`src/rtl/vga_pkg.sv`:
```
// Shared constants, pixel type and colour expansion for the VGA scanout path.
package vga_pkg;

    localparam int H_ACTIVE = 640;
    localparam int H_FP     = 16;
    localparam int H_SYNC   = 96;
    localparam int H_BP     = 48;
    localparam int H_TOTAL  = H_ACTIVE + H_FP + H_SYNC + H_BP;

    localparam int V_ACTIVE = 480;
    localparam int V_FP     = 10;
    localparam int V_SYNC   = 2;
    localparam int V_BP     = 33;
    localparam int V_TOTAL  = V_ACTIVE + V_FP + V_SYNC + V_BP;

    localparam int FB_ADDR_W = 20;
    localparam int FB_PIXELS = H_ACTIVE * V_ACTIVE;

    typedef logic [8:0] pixel_t;

    // Replicating the 3-bit code keeps 000 -> 00 and 111 -> FF exactly.
    function automatic logic [7:0] expand3(input logic [2:0] c);
        return {c, c, c[2:1]};
    endfunction

endpackage

```
`src/rtl/vga_scanout_if.sv`:
```
// Frame buffer read port as seen by the scanout (master) and the RAM (slave).
interface vga_scanout_if;

    logic                           re;
    logic [vga_pkg::FB_ADDR_W-1:0]  read_addr;
    vga_pkg::pixel_t                data_in;

    modport master (output re, output read_addr, input data_in);
    modport slave  (input re, input read_addr, output data_in);

endinterface

```
`src/rtl/vga_timing.sv`:
```
// Pixel divider and h/v raster counters; raw sync/active are undelayed.
// VGA_SCANOUT_TEST_PATTERN_EN adds the colour bar index output.
module vga_timing #(
    parameter int CLK_DIV  = 2,
    parameter int H_ACTIVE = vga_pkg::H_ACTIVE,
    parameter int H_FP     = vga_pkg::H_FP,
    parameter int H_SYNC   = vga_pkg::H_SYNC,
    parameter int H_BP     = vga_pkg::H_BP,
    parameter int V_ACTIVE = vga_pkg::V_ACTIVE,
    parameter int V_FP     = vga_pkg::V_FP,
    parameter int V_SYNC   = vga_pkg::V_SYNC,
    parameter int V_BP     = vga_pkg::V_BP
) (
    input  logic       clk,
    input  logic       rst_n,
    output logic       pix_en,
    output logic       vga_clk,
    output logic       frame_start,
    output logic       active,
    output logic       hsync_raw,
`ifdef VGA_SCANOUT_TEST_PATTERN_EN
    output logic [2:0] bar_idx,
`endif
    output logic       vsync_raw
);

    localparam int H_TOTAL = H_ACTIVE + H_FP + H_SYNC + H_BP;
    localparam int V_TOTAL = V_ACTIVE + V_FP + V_SYNC + V_BP;
    localparam int HW = $clog2(H_TOTAL);
    localparam int VW = $clog2(V_TOTAL);
    localparam int DW = $clog2(CLK_DIV);

    logic [DW-1:0] div;
    logic [HW-1:0] h_cnt;
    logic [VW-1:0] v_cnt;

    // Down-counter cleared by reset, so the first tick lands on the first clk after release.
    always_ff @(posedge clk) begin
        if (!rst_n)
            div <= '0;
        else if (div == '0)
            div <= DW'(CLK_DIV - 1);
        else
            div <= div - DW'(1);
    end

    assign pix_en  = (int'(div) == CLK_DIV - 1);
    assign vga_clk = (int'(div) >= CLK_DIV - CLK_DIV / 2);

    always_ff @(posedge clk) begin
        if (!rst_n) begin
            h_cnt <= '0;
            v_cnt <= '0;
        end else if (pix_en) begin
            if (int'(h_cnt) == H_TOTAL - 1) begin
                h_cnt <= '0;
                v_cnt <= (int'(v_cnt) == V_TOTAL - 1) ? '0 : v_cnt + VW'(1);
            end else begin
                h_cnt <= h_cnt + HW'(1);
            end
        end
    end

    assign frame_start = pix_en && (h_cnt == '0) && (v_cnt == '0);
    assign active      = (int'(h_cnt) < H_ACTIVE) && (int'(v_cnt) < V_ACTIVE);
    // Sync outputs are active-low
    assign hsync_raw   = !((int'(h_cnt) >= H_ACTIVE + H_FP) &&
                           (int'(h_cnt) <  H_ACTIVE + H_FP + H_SYNC));
    assign vsync_raw   = !((int'(v_cnt) >= V_ACTIVE + V_FP) &&
                           (int'(v_cnt) <  V_ACTIVE + V_FP + V_SYNC));

`ifdef VGA_SCANOUT_TEST_PATTERN_EN
    assign bar_idx = 3'(int'(h_cnt) / 80);
`endif

endmodule

```
`src/rtl/vga_scanout.sv`:
```
// Frame buffer scanout: address generation, read pipeline and RGB333 -> 8:8:8 output.
// VGA_SCANOUT_TEST_PATTERN_EN adds a test_pattern input selecting 8 vertical colour bars.
module vga_scanout #(
    parameter int CLK_DIV  = 2,
    parameter int H_ACTIVE = vga_pkg::H_ACTIVE,
    parameter int H_FP     = vga_pkg::H_FP,
    parameter int H_SYNC   = vga_pkg::H_SYNC,
    parameter int H_BP     = vga_pkg::H_BP,
    parameter int V_ACTIVE = vga_pkg::V_ACTIVE,
    parameter int V_FP     = vga_pkg::V_FP,
    parameter int V_SYNC   = vga_pkg::V_SYNC,
    parameter int V_BP     = vga_pkg::V_BP
) (
    input  logic              clk,
    input  logic              rst_n,
    input  logic              fb_initialized,
`ifdef VGA_SCANOUT_TEST_PATTERN_EN
    input  logic              test_pattern,
`endif
    vga_scanout_if.master     fb,
    output logic              vga_clk,
    output logic              vga_hsync,
    output logic              vga_vsync,
    output logic              vga_blank_n,
    output logic [7:0]        vga_r,
    output logic [7:0]        vga_g,
    output logic [7:0]        vga_b,
    output logic              frame_start
);

    import vga_pkg::*;

    logic pix_en, active, hsync_raw, vsync_raw, read_en;
    logic [FB_ADDR_W-1:0] addr_cnt, addr_now;
    logic   s1_active, s1_hsync, s1_vsync, s1_read;
    logic   s2_active, s2_hsync, s2_vsync;
    pixel_t s2_pix, pix_data, colour_src;
    logic   re_d;
`ifdef VGA_SCANOUT_TEST_PATTERN_EN
    logic [2:0] bar_idx;
    logic       s1_tp;
    pixel_t     s1_bar;
`endif

    vga_timing #(
        .CLK_DIV(CLK_DIV),
        .H_ACTIVE(H_ACTIVE), .H_FP(H_FP), .H_SYNC(H_SYNC), .H_BP(H_BP),
        .V_ACTIVE(V_ACTIVE), .V_FP(V_FP), .V_SYNC(V_SYNC), .V_BP(V_BP)
    ) u_timing (
        .clk         (clk),
        .rst_n       (rst_n),
        .pix_en      (pix_en),
        .vga_clk     (vga_clk),
        .frame_start (frame_start),
        .active      (active),
        .hsync_raw   (hsync_raw),
`ifdef VGA_SCANOUT_TEST_PATTERN_EN
        .bar_idx     (bar_idx),
`endif
        .vsync_raw   (vsync_raw)
    );

    always_comb begin
        addr_now = frame_start ? '0 : addr_cnt;
`ifdef VGA_SCANOUT_TEST_PATTERN_EN
        read_en  = active && fb_initialized && !test_pattern;
`else
        read_en  = active && fb_initialized;
`endif
    end

    // Stage 1: issue the read; re is a single-clk strobe per active pixel.
    always_ff @(posedge clk) begin
        if (!rst_n) begin
            fb.re        <= 1'b0;
            fb.read_addr <= '0;
            addr_cnt     <= '0;
            s1_active    <= 1'b0;
            s1_hsync     <= 1'b1;
            s1_vsync     <= 1'b1;
            s1_read      <= 1'b0;
`ifdef VGA_SCANOUT_TEST_PATTERN_EN
            s1_tp        <= 1'b0;
            s1_bar       <= '0;
`endif
        end else begin
            fb.re <= 1'b0;
            if (pix_en) begin
                fb.re        <= read_en;
                fb.read_addr <= addr_now;
                addr_cnt     <= active ? addr_now + FB_ADDR_W'(1) : addr_now;
                s1_active    <= active;
                s1_hsync     <= hsync_raw;
                s1_vsync     <= vsync_raw;
                s1_read      <= read_en;
`ifdef VGA_SCANOUT_TEST_PATTERN_EN
                s1_tp        <= test_pattern;
                s1_bar       <= {{3{bar_idx[2]}}, {3{bar_idx[1]}}, {3{bar_idx[0]}}};
`endif
            end
        end
    end

    always_ff @(posedge clk) begin
        if (!rst_n) begin
            re_d     <= 1'b0;
            pix_data <= '0;
        end else begin
            re_d <= fb.re;
            if (re_d)
                pix_data <= fb.data_in;
        end
    end

    // At CLK_DIV=2 the read data arrives on the very clk of the next tick, hence the bypass.
    assign colour_src = re_d ? fb.data_in : pix_data;

    // Stage 2: pick the pixel colour and carry sync/blank along with it.
    always_ff @(posedge clk) begin
        if (!rst_n) begin
            s2_active <= 1'b0;
            s2_hsync  <= 1'b1;
            s2_vsync  <= 1'b1;
            s2_pix    <= '0;
        end else if (pix_en) begin
            s2_active <= s1_active;
            s2_hsync  <= s1_hsync;
            s2_vsync  <= s1_vsync;
`ifdef VGA_SCANOUT_TEST_PATTERN_EN
            if (s1_tp)
                s2_pix <= s1_active ? s1_bar : '0;
            else
                s2_pix <= s1_read ? colour_src : '0;
`else
            s2_pix    <= s1_read ? colour_src : '0;
`endif
        end
    end

    always_ff @(posedge clk) begin
        if (!rst_n) begin
            vga_blank_n <= 1'b0;
            vga_hsync   <= 1'b1;
            vga_vsync   <= 1'b1;
            vga_r       <= '0;
            vga_g       <= '0;
            vga_b       <= '0;
        end else if (pix_en) begin
            vga_blank_n <= s2_active;
            vga_hsync   <= s2_hsync;
            vga_vsync   <= s2_vsync;
            vga_r       <= expand3(s2_pix[8:6]);
            vga_g       <= expand3(s2_pix[5:3]);
            vga_b       <= expand3(s2_pix[2:0]);
        end
    end

endmodule

```
`src/flat_wrapper.sv`:
```
// flat-port wrapper written by rule: the top's interface ports become plain ports
module vga_scanout_flat import vga_pkg::*;
#(
    parameter int CLK_DIV  = 2,
    parameter int H_ACTIVE = vga_pkg::H_ACTIVE,
    parameter int H_FP     = vga_pkg::H_FP,
    parameter int H_SYNC   = vga_pkg::H_SYNC,
    parameter int H_BP     = vga_pkg::H_BP,
    parameter int V_ACTIVE = vga_pkg::V_ACTIVE,
    parameter int V_FP     = vga_pkg::V_FP,
    parameter int V_SYNC   = vga_pkg::V_SYNC,
    parameter int V_BP     = vga_pkg::V_BP
)
  (clk, rst_n, fb_initialized, vga_clk, vga_hsync, vga_vsync, vga_blank_n, vga_r, vga_g, vga_b, frame_start, fb_re, fb_read_addr, fb_data_in);
  vga_scanout_if fb_i ();
  input  logic clk;
  input  logic rst_n;
  input  logic fb_initialized;
  output logic vga_clk;
  output logic vga_hsync;
  output logic vga_vsync;
  output logic vga_blank_n;
  output logic [7:0] vga_r;
  output logic [7:0] vga_g;
  output logic [7:0] vga_b;
  output logic frame_start;
  output wire logic [$bits(fb_i.re)-1:0] fb_re;
  output wire logic [$bits(fb_i.read_addr)-1:0] fb_read_addr;
  input wire logic [$bits(fb_i.data_in)-1:0] fb_data_in;
  assign fb_re = fb_i.re;
  assign fb_read_addr = fb_i.read_addr;
  assign fb_i.data_in = fb_data_in;
  vga_scanout #(.CLK_DIV(CLK_DIV), .H_ACTIVE(H_ACTIVE), .H_FP(H_FP), .H_SYNC(H_SYNC), .H_BP(H_BP), .V_ACTIVE(V_ACTIVE), .V_FP(V_FP), .V_SYNC(V_SYNC), .V_BP(V_BP)) u_core (.clk(clk), .rst_n(rst_n), .fb_initialized(fb_initialized), .fb(fb_i), .vga_clk(vga_clk), .vga_hsync(vga_hsync), .vga_vsync(vga_vsync), .vga_blank_n(vga_blank_n), .vga_r(vga_r), .vga_g(vga_g), .vga_b(vga_b), .frame_start(frame_start));
endmodule
```
`config.mk`:
```
export PLATFORM = sky130hd
export DESIGN_NAME = vga_scanout_flat
export DESIGN_NICKNAME = d
export VERILOG_FILES = /design/src/rtl/vga_pkg.sv /design/src/rtl/vga_scanout_if.sv /design/src/rtl/vga_timing.sv /design/src/rtl/vga_scanout.sv /design/src/flat_wrapper.sv
export SDC_FILE = /design/constraint.sdc
export NUM_CORES = 1
export LEC_CHECK = 0
export ABC_AREA = 1
export BUFFER_PORTS_ARGS = -buffer_cell sky130_fd_sc_hd__buf_2
export CORE_ASPECT_RATIO = 1.5
export CORE_MARGIN = 4
export CORE_UTILIZATION = 56
export CTS_CLUSTER_SIZE = 28
export DETAILED_ROUTE_END_ITERATION = 8
export GPL_ROUTABILITY_DRIVEN = 0
export HOLD_SLACK_MARGIN = 0.08
export PLACE_DENSITY = 0.79
export SYNTH_ARGS = -nofsm -noshare
export SYNTH_HDL_FRONTEND = slang
export SYNTH_SLANG_ARGS = --single-unit
```
`constraint.sdc`:
```
create_clock -name clk -period 5.77 [get_ports clk]
set_clock_uncertainty 0.2 [all_clocks]
set_input_delay 0.577 -clock clk [delete_from_list [all_inputs] [get_ports clk]]
set_output_delay 0.577 -clock clk [all_outputs]
set_load 0.02 [all_outputs]
```
==> results of run 1 <==
-- registers in the layout, indices dropped and copies added (netlist names), 3 cells and up --
register               flops
u_core.s2_pix              9
u_core.vga_g               3
u_core.vga_r               3
u_core.addr_cnt           20
u_core.pix_data            9
u_core.u_timing.v_cnt     10
u_core.fb.read_addr       20
u_core.vga_b               3
u_core.u_timing.h_cnt     10
-- logic make-up after synthesis --
family / after synthesis / synth area share [%]
AND/OR/NAND/NOR: 282 / 30.1
buffers and inverters: 111 / 11.4
flip-flops: 100 / 43.5
AO/OA/AOI/OAI: 90 / 10.9
multiplexers: 9 / 1.96
adder cells (fa/ha/maj): 5 / 1.36
XOR/XNOR: 4 / 0.762
-- layout make-up --
cell class	count	area, sq um
Fill cell	726	2870
Multi-Input combinational cell	390	2080
Sequential cell	100	2000
Timing Repair Buffer	62	313
Inverter	76	285
Clock buffer	9	225
Tap cell	105	131
Clock inverter	7	105
-- cell usage in the layout, fill, tap and decap left out, drive strengths merged --
cell      count
inv          79
clkinv        1
clkinvlp      1
a21oi        15
o211ai        1
dfxtp       100
nor4          1
o22ai        13
a32o          1
a22oi         2
bufinv        2
nor3b         1
a31oi         1
xor2          3
o21ai        52
nand2       132
nor2         73
xnor2         1
nand4        11
o21bai        2
or2           2
ha            5
buf          62
a41oi         2
nor3         15
clkbuf        9
nand3b        1
nand3        46
a211oi        1
mux2i         9
-- cell usage after synthesis, drive strengths merged (2+ instances only) --
library cell / instances
nand2: 132
dfxtp: 100
inv: 76
nor2: 73
o21ai: 52
nand3: 46
buf: 22
a21oi: 15
nor3: 15
clkbuf: 13
o22ai: 13
nand4: 11
mux2i: 9
ha: 5
xor2: 3
a22oi: 2
a41oi: 2
o21bai: 2
or2: 2
-- through the flow --
stage | utilization, % | setup WS [ns] | power [mW]
6_report | 64.2 | 2.84 | 1.42
5_1_grt | 64.2 | 2.57 | 1.47
4_1_cts | 64.2 | 2.86 | 1.43
3_5_place_dp | 60.1 | 2.92 | 0.780
3_3_place_gp | 60.1 | 2.94 | 0.779
2_1_floorplan | - | 3.34 | 0.769
-- metal layers --
| layer | GRT usage [%] | up-vias | part of all wire [%] |
|---|---|---|---|
| met3 | 4.84 | 28 | 4.4 |
| met2 | 38.0 | 95 | 52 |
| met1 | 24.6 | 1864 | 39 |
| li1 | - | 2009 | - |
| met5 | 0 | - | 0 |
| met4 | 15.0 | 0 | 3.9 |
-- how the worst max path moves through the flow --
| stage | slack [ns] | cells after the start | end | startpoint |
|---|---|---|---|---|
| global route | 2.57 | 16 | u_core.addr_cnt[8] | u_core.u_timing.v_cnt[0] |
| CTS | 2.86 | 7 | frame_start | u_core.u_timing.v_cnt[0] |
| floorplan | 3.34 | 19 | u_core.addr_cnt[8] | u_core.u_timing.pix_en |
| finish | 2.84 | 15 | u_core.addr_cnt[12] | u_core.u_timing.v_cnt[0] |
| detailed placement | 2.92 | 6 | u_core.vga_hsync | rst_n |
| global placement | 2.94 | 6 | u_core.s1_hsync | rst_n |
-- critical path: stages, from the launching register on --
cell	delay, ns
sky130_fd_sc_hd__dfxtp_1	0.36
sky130_fd_sc_hd__inv_1	0.10
sky130_fd_sc_hd__ha_1	0.24
sky130_fd_sc_hd__nand3_1	0.09
sky130_fd_sc_hd__nor2_1	0.07
sky130_fd_sc_hd__nand3_4	0.37
sky130_fd_sc_hd__nand2_1	0.16
sky130_fd_sc_hd__inv_1	0.12
sky130_fd_sc_hd__ha_1	0.17
sky130_fd_sc_hd__inv_1	0.06
sky130_fd_sc_hd__nor2_1	0.19
sky130_fd_sc_hd__nand4_1	0.16
sky130_fd_sc_hd__nor3_2	0.24
sky130_fd_sc_hd__nand3_1	0.13
sky130_fd_sc_hd__nand3_1	0.11
sky130_fd_sc_hd__nand2_1	0.06
-- power by group --
| group | total [mW] | internal, mW | leakage (nW) | switching [mW] |
|---|---|---|---|---|
| sequential | 0.702 | 0.696 | 0.807 | 0.00580 |
| combinational | 0.0623 | 0.0153 | 1.22 | 0.0470 |
| clock | 0.660 | 0.387 | 0.159 | 0.273 |
==> tab_implementation.tex, run 1 <==
\begin{tabular}{lr}
\hline
Metric & Value \\
\hline
\multicolumn{2}{l}{\textbf{Synthesis}} \\
\quad Largest cells by area after synthesis & sky130\_fd\_sc\_hd\_\_dfxtp\_1, sky130\_fd\_sc\_hd\_\_nand2\_1, sky130\_fd\_sc\_hd\_\_inv\_1, sky130\_fd\_sc\_hd\_\_nor2\_1, sky130\_fd\_sc\_hd\_\_o21ai\_0 \\
\quad Number of flops mapped to enable cells by yosys & 0 \\
\quad Synthesized net count & $\sim$620 \\
\quad Summed instance area of the synthesized netlist & about 0.0046 sq mm \\
\quad Unique cell type count in the Yosys netlist & 40 \\
\quad Largest area contributor in the netlist & sky130\_fd\_sc\_hd\_\_dfxtp\_1 \\
\quad Area fraction of the dominant cell type after synthesis & between 40\% and 50\% \\
\quad Top FF cell, synth & sky130\_fd\_sc\_hd\_\_dfxtp\_1 \\
\quad Average cell area after synthesis & about 7.6 sq um \\
\quad Synth Instances & between 600 and 700 \\
\quad Total number of yosys warnings & 0 \\
\quad Flops \& latches, synth & 100 \\
\quad Sequential-to-total area share from yosys stat & between 40\% and 50\% \\
\quad FFs w/ async S/R, synth & 0\% \\
\multicolumn{2}{l}{\textbf{Clock network}} \\
\quad Post-CTS resize count & 0 \\
\quad Clock Tree Root & sky130\_fd\_sc\_hd\_\_clkbuf\_16 \\
\quad Clock buffer depth & 2 \\
\quad CTS Buf Count & 9 \\
\quad Clock network latency to the later pin of the worst-skew pair & 0.35 ns \\
\quad Number of buffers added to fix hold violations after cts & 0 \\
\quad H-tree depth reported by CTS & 3 \\
\quad Clk sinks & 100 \\
\quad Total setup buffers inserted after CTS & 0 \\
\quad Clock-pin slew on the worst setup and hold paths & $\sim$0.07 ns \\
\quad CTS tree & yes \\
\multicolumn{2}{l}{\textbf{Floorplanning}} \\
\quad Die height & roughly 120 um \\
\quad Initial Util & between 50\% and 60\% \\
\quad Chip width & 82.0 um \\
\quad Top-level port count & 62 \\
\quad Placeable core region & 0.00801 sq mm \\
\quad Cell Rows & 40 \\
\quad Die footprint & a little under 0.01 sq mm \\
\multicolumn{2}{l}{\textbf{Place}} \\
\quad Cells after DPL & about 730 \\
\quad Final HPWL from detailed placement & approximately 7.4 mm \\
\quad Count of input and output buffers & between 60 and 70 \\
\quad Placed Area & slightly below 0.005 sq mm \\
\multicolumn{2}{l}{\textbf{Setup path}} \\
\quad R2r startpoint & u\_core.u\_timing.v\_cnt[0] \\
\quad Arrival time at the worst endpoint & between 2 and 3 ns \\
\quad Largest driver fanout on the critical path & 35 \\
\quad Worst Path Required & approximately 5.8 ns \\
\quad End of the worst register-to-register path & u\_core.addr\_cnt[12] \\
\quad Sort of element at the start of the critical path & flip-flop \\
\quad Nature of the critical path endpoint & flip-flop \\
\quad FF-to-FF path depth & 15 \\
\quad Slack of the worst reg-to-reg path & approximately 2.8 ns \\
\quad Type of the worst setup path & reg2reg \\
\multicolumn{2}{l}{\textbf{Final layout}} \\
\quad Total non-filler cell area in the finished layout & 0.00514 sq mm \\
\quad Signed area change from the synthesized netlist to the final layout & 11.9\% \\
\quad Net total in the final layout & approximately 660 \\
\quad Layout cells sized above 1 & 19.9\% \\
\quad Non-filler instance count after layout & 749 \\
\quad Diodes inserted & 0 \\
\multicolumn{2}{l}{\textbf{Timing}} \\
\quad Final Max Tran Viols & 0 \\
\quad Final hold vios & 0 \\
\quad Final cycle utilization of the critical path & between 50\% and 60\% \\
\quad Transition time at the pin with the least slew margin & $\sim$1.2 ns \\
\quad Min Tclk post-route & slightly below 3 ns \\
\quad RSZ-0062 raised after global routing & false \\
\quad Final worst hold slack & 0.234 ns \\
\quad Headroom to the max-slew limit & 20.2\% \\
\quad Aggregate negative setup slack & 0 ns \\
\quad Highest clock frequency the design can meet & 341 MHz \\
\quad Count of final setup violators & 0 \\
\multicolumn{2}{l}{\textbf{Status}} \\
\quad Status & finished, final reports clean \\
\multicolumn{2}{l}{\textbf{Hold path}} \\
\quad Cell depth of the worst min-delay path & 2 \\
\quad End of the worst hold path & u\_core.re\_d \\
\quad Hold Crit Start & u\_core.fb.re \\
\quad Worst hold-check path type & reg2reg \\
\multicolumn{2}{l}{\textbf{Run}} \\
\quad Max-cap violations & 0 \\
\multicolumn{2}{l}{\textbf{GRT}} \\
\quad Via count of the first global-routing pass & 3,973 \\
\quad Number of antenna violations at the first check in global routing & 0 \\
\quad Remaining global-route overflow & 0 \\
\quad First-pass GRT wire length & around 17 mm \\
\quad Global Route Usage Sum & between 20\% and 30\% \\
\quad Maximum number of pins on one net before global-route repair & 54 \\
\multicolumn{2}{l}{\textbf{Power}} \\
\quad Worst vdd ir & 0.191 mV \\
\quad Pwr Density & approximately 280 mW/mm\^{}2 \\
\quad Leakage & between 2 and 2.5 nW \\
\multicolumn{2}{l}{\textbf{Route}} \\
\quad Mean routed wirelength per cell & 13.7 um \\
\quad Number of detailed-route iterations in the first pass & 5 \\
\quad Antenna-violating nets left & 0 \\
\quad Number of DRC markers in iteration 0 & 256 \\
\quad Via count & approximately 4,000 \\
\quad Ratio of routed vias to standard cells & 5.34 \\
\quad \# DRC & 0 \\
\quad Wire length reported by the detailed router & 10.2 mm \\
\hline
\end{tabular}
Note: power is estimated with default switching activity, not from simulation.
==> run 2, diff against run 1 <==
==> constraint.sdc (replaced) <==
create_clock -name clk -period 2.9 [get_ports clk]
set_clock_uncertainty 0.2 [all_clocks]
set_input_delay 0.29 -clock clk [delete_from_list [all_inputs] [get_ports clk]]
set_output_delay 0.29 -clock clk [all_outputs]
set_load 0.02 [all_outputs]
==> run 2 against run 1 <==
Effect of this change: maximum frequency is 9.7% higher; largest power group unchanged; non-clock buffer count is 16 higher; cell count is 2.1% higher; first-iteration DRC count is 21% lower; critical endpoint is now u_core.addr_cnt[8]; sequential power is 98% higher; total power is 93% higher; worst hold slack better by 0.012 ns; sequential share of layout area is 0.89 points lower; critical path depth is 1 higher.
==> tab_implementation.tex, run 2 (same netlist as run 1, synthesis figures left out) <==
\begin{tabular}{lr}
\hline
Metric & Value \\
\hline
\multicolumn{2}{l}{\textbf{Power}} \\
\quad Pwr Density & 521 mW/mm\^{}2 (+88\%) \\
\quad Proportion of power drawn by the clock network & 43.7\% (-2.6 points) \\
\quad Part of the power in registers & 50.8\% (+1.5 points) \\
\quad Worst vdd ir & 0.501 mV (+160\%) \\
\quad Switching fraction of total power & 25.4\% (+2.5 points) \\
\quad Internal power of the cells & 2.05 mW (+86\%) \\
\quad Post-layout power & 2.74 mW (+93\%) \\
\quad Comb power frac & 5.5\% (+1.1 points) \\
\quad Leakage & 2.24 nW (+2.7\%) \\
\quad Switching pwr & 0.697 mW (+110\%) \\
\multicolumn{2}{l}{\textbf{Setup path}} \\
\quad Slack of the worst reg-to-reg path & 0.23 ns (-2.61 ns) \\
\quad Largest driver fanout on the critical path & 18 (-49\%) \\
\quad Worst Path Required & 2.94 ns (-2.88 ns) \\
\quad Nature of the critical path endpoint & flip-flop \\
\quad Sort of element at the start of the critical path & flip-flop \\
\quad Type of the worst setup path & reg2reg \\
\quad Arrival time at the worst endpoint & 2.71 ns (-0.27 ns) \\
\multicolumn{2}{l}{\textbf{Floorplanning}} \\
\quad Top-level port count & 62 (unchanged) \\
\quad Placeable core region & 0.00801 sq mm (unchanged) \\
\quad Cell Rows & 40 (unchanged) \\
\quad Chip width & 82.0 um (unchanged) \\
\quad Die footprint & 0.00975 sq mm (unchanged) \\
\quad Die height & 119 um (unchanged) \\
\quad Initial Util & 57.4\% (unchanged) \\
\multicolumn{2}{l}{\textbf{Route}} \\
\quad Mean routed wirelength per cell & 14.2 um (+3.9\%) \\
\quad \# DRC & 0 (unchanged) \\
\quad Number of detailed-route iterations in the first pass & 5 (unchanged) \\
\quad Antenna-violating nets left & 0 (unchanged) \\
\quad Via count & 4,091 (+2.4\%) \\
\quad Wire length reported by the detailed router & 10.9 mm (+6.1\%) \\
\quad Number of DRC markers in iteration 0 & 203 (-21\%) \\
\quad Ratio of routed vias to standard cells & 5.35 (+0.24\%) \\
\multicolumn{2}{l}{\textbf{Final layout}} \\
\quad Total non-filler cell area in the finished layout & 0.00526 sq mm (+2.3\%) \\
\quad Non-filler instance count after layout & 765 (+2.1\%) \\
\quad Registers with the most flip-flops & u\_core.addr\_cnt: 20 flops, u\_core.fb.read\_addr: 20 flops \\
\quad Layout cells sized above 1 & 20.2\% (+0.28 points) \\
\quad Highest-count cells in the layout ignoring fill and taps & sky130\_fd\_sc\_hd\_\_nand2\_1, sky130\_fd\_sc\_hd\_\_dfxtp\_1, sky130\_fd\_sc\_hd\_\_inv\_1 \\
\quad Signed area change from the synthesized netlist to the final layout & 14.5\% \\
\quad Diodes inserted & 0 (unchanged) \\
\quad Most common cell after layout, fill and taps aside & sky130\_fd\_sc\_hd\_\_nand2\_1 \\
\quad Net total in the final layout & 672 (+2.4\%) \\
\multicolumn{2}{l}{\textbf{Status}} \\
\quad Status & finished, final reports clean \\
\multicolumn{2}{l}{\textbf{Clock network}} \\
\quad H-tree depth reported by CTS & 3 (unchanged) \\
\quad CTS Buf Count & 9 (unchanged) \\
\quad Clock Tree Root & sky130\_fd\_sc\_hd\_\_clkbuf\_16 \\
\quad Clock network latency to the later pin of the worst-skew pair & 0.35 ns (about the same) \\
\quad CTS tree & yes \\
\quad Clock buffer depth & 2 (unchanged) \\
\quad Clk sinks & 100 (unchanged) \\
\quad Post-CTS resize count & 0 (unchanged) \\
\quad Clock-pin slew on the worst setup and hold paths & 0.07 ns (about the same) \\
\multicolumn{2}{l}{\textbf{Timing}} \\
\quad RSZ-0062 raised after global routing & false \\
\quad Transition time at the pin with the least slew margin & 0.516 ns (-0.678 ns) \\
\quad Highest clock frequency the design can meet & 375 MHz (+9.7\%) \\
\quad Final Max Tran Viols & 0 (unchanged) \\
\quad Headroom to the max-slew limit & 65.5\% (+45 points) \\
\quad Final hold vios & 0 (unchanged) \\
\quad Final cycle utilization of the critical path & 92.1\% (+41 points) \\
\quad Final worst hold slack & 0.245 ns (+0.0116 ns) \\
\quad Count of final setup violators & 0 (unchanged) \\
\quad Aggregate negative setup slack & 0 ns (unchanged) \\
\quad Min Tclk post-route & 2.67 ns (-0.260 ns) \\
\multicolumn{2}{l}{\textbf{Run}} \\
\quad Max-cap violations & 0 (unchanged) \\
\multicolumn{2}{l}{\textbf{Place}} \\
\quad Placed Area & 0.00485 sq mm (+0.78\%) \\
\quad Final HPWL from detailed placement & 7.66 mm (+3.5\%) \\
\quad Count of input and output buffers & 61 (unchanged) \\
\quad Cells after DPL & 738 (+0.68\%) \\
\multicolumn{2}{l}{\textbf{GRT}} \\
\quad Via count of the first global-routing pass & 3,999 (+0.65\%) \\
\quad Global Route Usage Sum & 24.1\% (+1.5 points) \\
\quad First-pass GRT wire length & 18.5 mm (+5.9\%) \\
\quad Number of antenna violations at the first check in global routing & 0 (unchanged) \\
\quad Maximum number of pins on one net before global-route repair & 44 (-19\%) \\
\quad Remaining global-route overflow & 0 (unchanged) \\
\multicolumn{2}{l}{\textbf{Hold path}} \\
\quad Worst hold-check path type & reg2reg \\
\hline
\end{tabular}
==> run 2: changes by cell type in the layout (fill, tap and decap cells not counted), sizes merged <==
cell	delta
bufinv	-2
buf	+5
inv	+1
dlygate4sd3	+11
clkinv	+1
==> run 2: critical path: stages, from the launching register on <==
cell,delay [ns]
sky130_fd_sc_hd__dfxtp_1,0.32
sky130_fd_sc_hd__inv_1,0.14
sky130_fd_sc_hd__ha_1,0.22
sky130_fd_sc_hd__nand3_1,0.08
sky130_fd_sc_hd__nor2_1,0.19
sky130_fd_sc_hd__nand3_4,0.25
sky130_fd_sc_hd__nand2_1,0.17
sky130_fd_sc_hd__inv_1,0.08
sky130_fd_sc_hd__ha_1,0.22
sky130_fd_sc_hd__inv_1,0.10
sky130_fd_sc_hd__nor2_1,0.08
sky130_fd_sc_hd__nand3_2,0.10
sky130_fd_sc_hd__nor2_4,0.05
sky130_fd_sc_hd__nand3_2,0.10
sky130_fd_sc_hd__a21oi_1,0.08
sky130_fd_sc_hd__o21ai_1,0.10
sky130_fd_sc_hd__nand2_1,0.07
==> run 2: repair_timing <==
item                                    in CTS  in global routing
buffers inserted                             0                  0
endpoints found under the setup margin       0                  2
endpoints found under the hold margin       20                  0
hold buffers                                11                  0
==> run 2: per-stage QoR <==
stage               utilization (%)  setup WS, ns
CTS                            65.7         0.256
global route                   65.7        0.0233
finish                         65.7         0.230
detailed placement             60.6         0.285
floorplan                         -         0.470
global placement               60.6         0.443
==> run 2: cell type report <==
| class | instances | area, sq um |
|---|---|---|
| fill | 687 | 2750 |
| multi-input combinational | 390 | 2080 |
| sequential | 100 | 2000 |
| timing repair buffer | 78 | 460 |
| inverter | 76 | 285 |
| clock buffer | 9 | 225 |
| tap | 105 | 131 |
| clock inverter | 7 | 77.6 |
==> run 2: final timing paths <==
kind,from,to,cells after the start
worst min-delay path,u_core.fb.re,u_core.re_d,2
worst max register to register,u_core.u_timing.v_cnt[0],u_core.addr_cnt[8],16
worst min register to register,u_core.fb.re,u_core.re_d,2
worst max-delay path,u_core.u_timing.v_cnt[0],u_core.addr_cnt[8],16
==> run 2: routing by layer <==
layer  global-route usage [%]  share of wire (%)
met2                     42.6                 53
met4                     12.6                4.2
met3                     3.56                5.0
met5                        0                  0
met1                     26.9                 38
==> run 2: power by group through the flow <==
stage / Combinational [mW] / Sequential [mW] / Clock, mW
floorplan: 0.104 / 1.43 / 0
global placement: 0.134 / 1.42 / 0
detailed placement: 0.138 / 1.43 / 0
CTS: 0.149 / 1.39 / 1.21
global route: 0.165 / 1.39 / 1.27
finish: 0.150 / 1.39 / 1.20
==> run 3, diff against run 2 <==
--- a/config.mk
+++ b/config.mk
@@ -15,6 +15,8 @@
 export GPL_ROUTABILITY_DRIVEN = 0
 export HOLD_SLACK_MARGIN = 0.08
 export PLACE_DENSITY = 0.79
+export RECOVER_POWER = 50
+export SLEW_MARGIN = 5
 export SYNTH_ARGS = -nofsm -noshare
 export SYNTH_HDL_FRONTEND = slang
 export SYNTH_SLANG_ARGS = --single-unit
==> run 3 against run 2 <==
Effect of this change: register-to-register slack is essentially flat; combinational power about the same; via count rose by 0.15%; first-iteration DRC count is 6.9% higher; cell count is the same; wire length up 0.59%; global-route usage stayed put; critical path depth unchanged; clock-buffer cell count is the same.
==> tab_implementation.tex, run 3 (same netlist as run 1, synthesis figures left out) <==
\begin{tabular}{lr}
\hline
Metric & Value \\
\hline
\multicolumn{2}{l}{\textbf{Status}} \\
\quad Status & finished, final reports clean \\
\multicolumn{2}{l}{\textbf{Hold path}} \\
\quad Worst hold-check path type & reg2reg \\
\multicolumn{2}{l}{\textbf{Timing}} \\
\quad Final worst hold slack & 0.250 ns (+0.00449 ns) \\
\quad Final Max Tran Viols & 0 (unchanged) \\
\quad Final hold vios & 0 (unchanged) \\
\quad Count of final setup violators & 0 (unchanged) \\
\quad Headroom to the max-slew limit & 16.1\% (-49 points) \\
\quad Final cycle utilization of the critical path & 92.5\% (+0.42 points) \\
\quad Transition time at the pin with the least slew margin & 1.26 ns (+0.742 ns) \\
\quad Aggregate negative setup slack & 0 ns (unchanged) \\
\quad Final worst setup slack & 0.218 ns (-0.0123 ns) \\
\quad RSZ-0062 raised after global routing & false \\
\quad Highest clock frequency the design can meet & 373 MHz (-0.46\%) \\
\quad Min Tclk post-route & 2.68 ns (+0.0123 ns) \\
\multicolumn{2}{l}{\textbf{Final layout}} \\
\quad Diodes inserted & 0 (unchanged) \\
\quad Highest-count cells in the layout ignoring fill and taps & sky130\_fd\_sc\_hd\_\_nand2\_1, sky130\_fd\_sc\_hd\_\_dfxtp\_1, sky130\_fd\_sc\_hd\_\_inv\_1 \\
\quad Final core utilization & 64.9\% (-0.86 points) \\
\quad Most common cell after layout, fill and taps aside & sky130\_fd\_sc\_hd\_\_nand2\_1 \\
\quad Layout cells sized above 1 & 12.3\% (-7.9 points) \\
\quad Net total in the final layout & 672 (unchanged) \\
\quad Signed area change from the synthesized netlist to the final layout & 13.0\% \\
\quad Non-filler instance count after layout & 765 (unchanged) \\
\quad Total non-filler cell area in the finished layout & 0.00519 sq mm (-1.3\%) \\
\quad Registers with the most flip-flops & u\_core.addr\_cnt: 20 flops, u\_core.fb.read\_addr: 20 flops \\
\multicolumn{2}{l}{\textbf{Setup path}} \\
\quad Setup crit end & u\_core.addr\_cnt[12] \\
\quad End of the worst register-to-register path & u\_core.addr\_cnt[12] \\
\quad R2r startpoint & u\_core.u\_timing.v\_cnt[1] \\
\quad Worst setup startpoint & u\_core.u\_timing.v\_cnt[1] \\
\quad Type of the worst setup path & reg2reg \\
\quad Arrival time at the worst endpoint & 2.78 ns (+0.07 ns) \\
\quad FF-to-FF path depth & 16 (unchanged) \\
\quad Nature of the critical path endpoint & flip-flop \\
\quad Worst Path Required & 3.00 ns (+0.06 ns) \\
\quad Largest driver fanout on the critical path & 18 (unchanged) \\
\quad Slack of the worst reg-to-reg path & 0.22 ns (about the same) \\
\quad Sort of element at the start of the critical path & flip-flop \\
\multicolumn{2}{l}{\textbf{Clock network}} \\
\quad Clock buffer depth & 2 (unchanged) \\
\quad Clk sinks & 100 (unchanged) \\
\quad CTS Buf Count & 9 (unchanged) \\
\quad Clock network latency to the later pin of the worst-skew pair & 0.35 ns (about the same) \\
\quad Total setup buffers inserted after CTS & 0 (unchanged) \\
\quad CTS tree & yes \\
\quad Clock Tree Root & sky130\_fd\_sc\_hd\_\_clkbuf\_16 \\
\quad H-tree depth reported by CTS & 3 (unchanged) \\
\quad Clock-pin slew on the worst setup and hold paths & 0.07 ns (about the same) \\
\multicolumn{2}{l}{\textbf{Floorplanning}} \\
\quad Chip width & 82.0 um (unchanged) \\
\quad Initial Util & 57.4\% (unchanged) \\
\quad Placeable core region & 0.00801 sq mm (unchanged) \\
\quad Cell Rows & 40 (unchanged) \\
\quad Die height & 119 um (unchanged) \\
\quad Top-level port count & 62 (unchanged) \\
\quad Die footprint & 0.00975 sq mm (unchanged) \\
\multicolumn{2}{l}{\textbf{GRT}} \\
\quad First-pass GRT wire length & 18.5 mm (unchanged) \\
\quad Global Route Usage Sum & 24.1\% (unchanged) \\
\quad Remaining global-route overflow & 0 (unchanged) \\
\quad Via count of the first global-routing pass & 3,999 (unchanged) \\
\quad Maximum number of pins on one net before global-route repair & 44 (unchanged) \\
\quad Number of antenna violations at the first check in global routing & 0 (unchanged) \\
\multicolumn{2}{l}{\textbf{Power}} \\
\quad Post-layout power & 2.74 mW (about the same) \\
\quad Worst vdd ir & 0.501 mV (-0.15\%) \\
\quad Pwr Density & 528 mW/mm\^{}2 (+1.4\%) \\
\quad Leakage & 2.03 nW (-9.6\%) \\
\multicolumn{2}{l}{\textbf{Route}} \\
\quad \# DRC & 0 (unchanged) \\
\quad Number of detailed-route iterations in the first pass & 5 (unchanged) \\
\quad Wire length reported by the detailed router & 10.9 mm (+0.59\%) \\
\quad Number of DRC markers in iteration 0 & 217 (+6.9\%) \\
\quad Ratio of routed vias to standard cells & 5.36 (+0.15\%) \\
\quad Via count & 4,097 (+0.15\%) \\
\quad Mean routed wirelength per cell & 14.3 um (+0.59\%) \\
\quad Antenna-violating nets left & 0 (unchanged) \\
\multicolumn{2}{l}{\textbf{Place}} \\
\quad Worst slack after detailed placement & 0.285 ns (unchanged) \\
\quad Count of input and output buffers & 61 (unchanged) \\
\quad Cells after DPL & 738 (unchanged) \\
\quad Final HPWL from detailed placement & 7.66 mm (unchanged) \\
\quad Placed Area & 0.00485 sq mm (unchanged) \\
\multicolumn{2}{l}{\textbf{Run}} \\
\quad Max-cap violations & 0 (unchanged) \\
\hline
\end{tabular}
## run 3: report_power, final
group          switching (mW)  leakage, nW  internal (mW)
registers             0.00921        0.807           1.38
logic                   0.104         1.07         0.0441
clock network           0.587        0.146          0.615
total                   0.701         2.03           2.04
## run 3: worst min-delay path by stage
| stage | start | cells past startpoint | end |
|---|---|---|---|
| after detailed placement | u_core.fb.re | 2 | u_core.re_d |
| after CTS | u_core.fb.re | 2 | u_core.re_d |
| after global routing | u_core.fb.re | 2 | u_core.re_d |
| after global placement | u_core.fb.re | 2 | u_core.re_d |
| final | u_core.fb.re | 2 | u_core.re_d |
| after floorplan | rst_n | 2 | u_core.re_d |
## run 3: worst max-delay path, cell delays in order, from the launching register on
cell	delay [ns]
sky130_fd_sc_hd__dfxtp_1	0.38
sky130_fd_sc_hd__inv_1	0.09
sky130_fd_sc_hd__ha_1	0.21
sky130_fd_sc_hd__nand3_1	0.10
sky130_fd_sc_hd__nor2_1	0.07
sky130_fd_sc_hd__nand3_4	0.18
sky130_fd_sc_hd__nand2_1	0.12
sky130_fd_sc_hd__inv_1	0.10
sky130_fd_sc_hd__ha_1	0.19
sky130_fd_sc_hd__inv_1	0.08
sky130_fd_sc_hd__nor2_1	0.18
sky130_fd_sc_hd__nand3_2	0.13
sky130_fd_sc_hd__nor2_4	0.13
sky130_fd_sc_hd__nand3_2	0.12
sky130_fd_sc_hd__o21ai_1	0.18
sky130_fd_sc_hd__nand3_1	0.10
sky130_fd_sc_hd__nand2_1	0.06
## run 3: area by class of cell
class	instances	area [sq um]
Clock buffer	9	225
Clock inverter	7	77.6
Fill cell	719	2810
Inverter	76	285
Multi-Input combinational cell	390	2080
Sequential cell	100	2000
Tap cell	105	131
Timing Repair Buffer	78	392
## run 3: routing by layer
metal / GRT usage (%) / wire length (um) / up-vias
met1: 26.9 / 4220 / 1896
met3: 3.56 / 532 / 38
met2: 42.6 / 5710 / 117
met5: 0 / 0 / -
met4: 12.6 / 464 / 0
li1: - / - / 2046
## run 3: what timing repair did
| action | in CTS | in global routing |
|---|---|---|
| gates resized for setup | 0 | 0 |
| hold buffers | 11 | 0 |
| endpoints found under the setup margin | 0 | 2 |
| hold endpoints to repair | 20 | 0 |
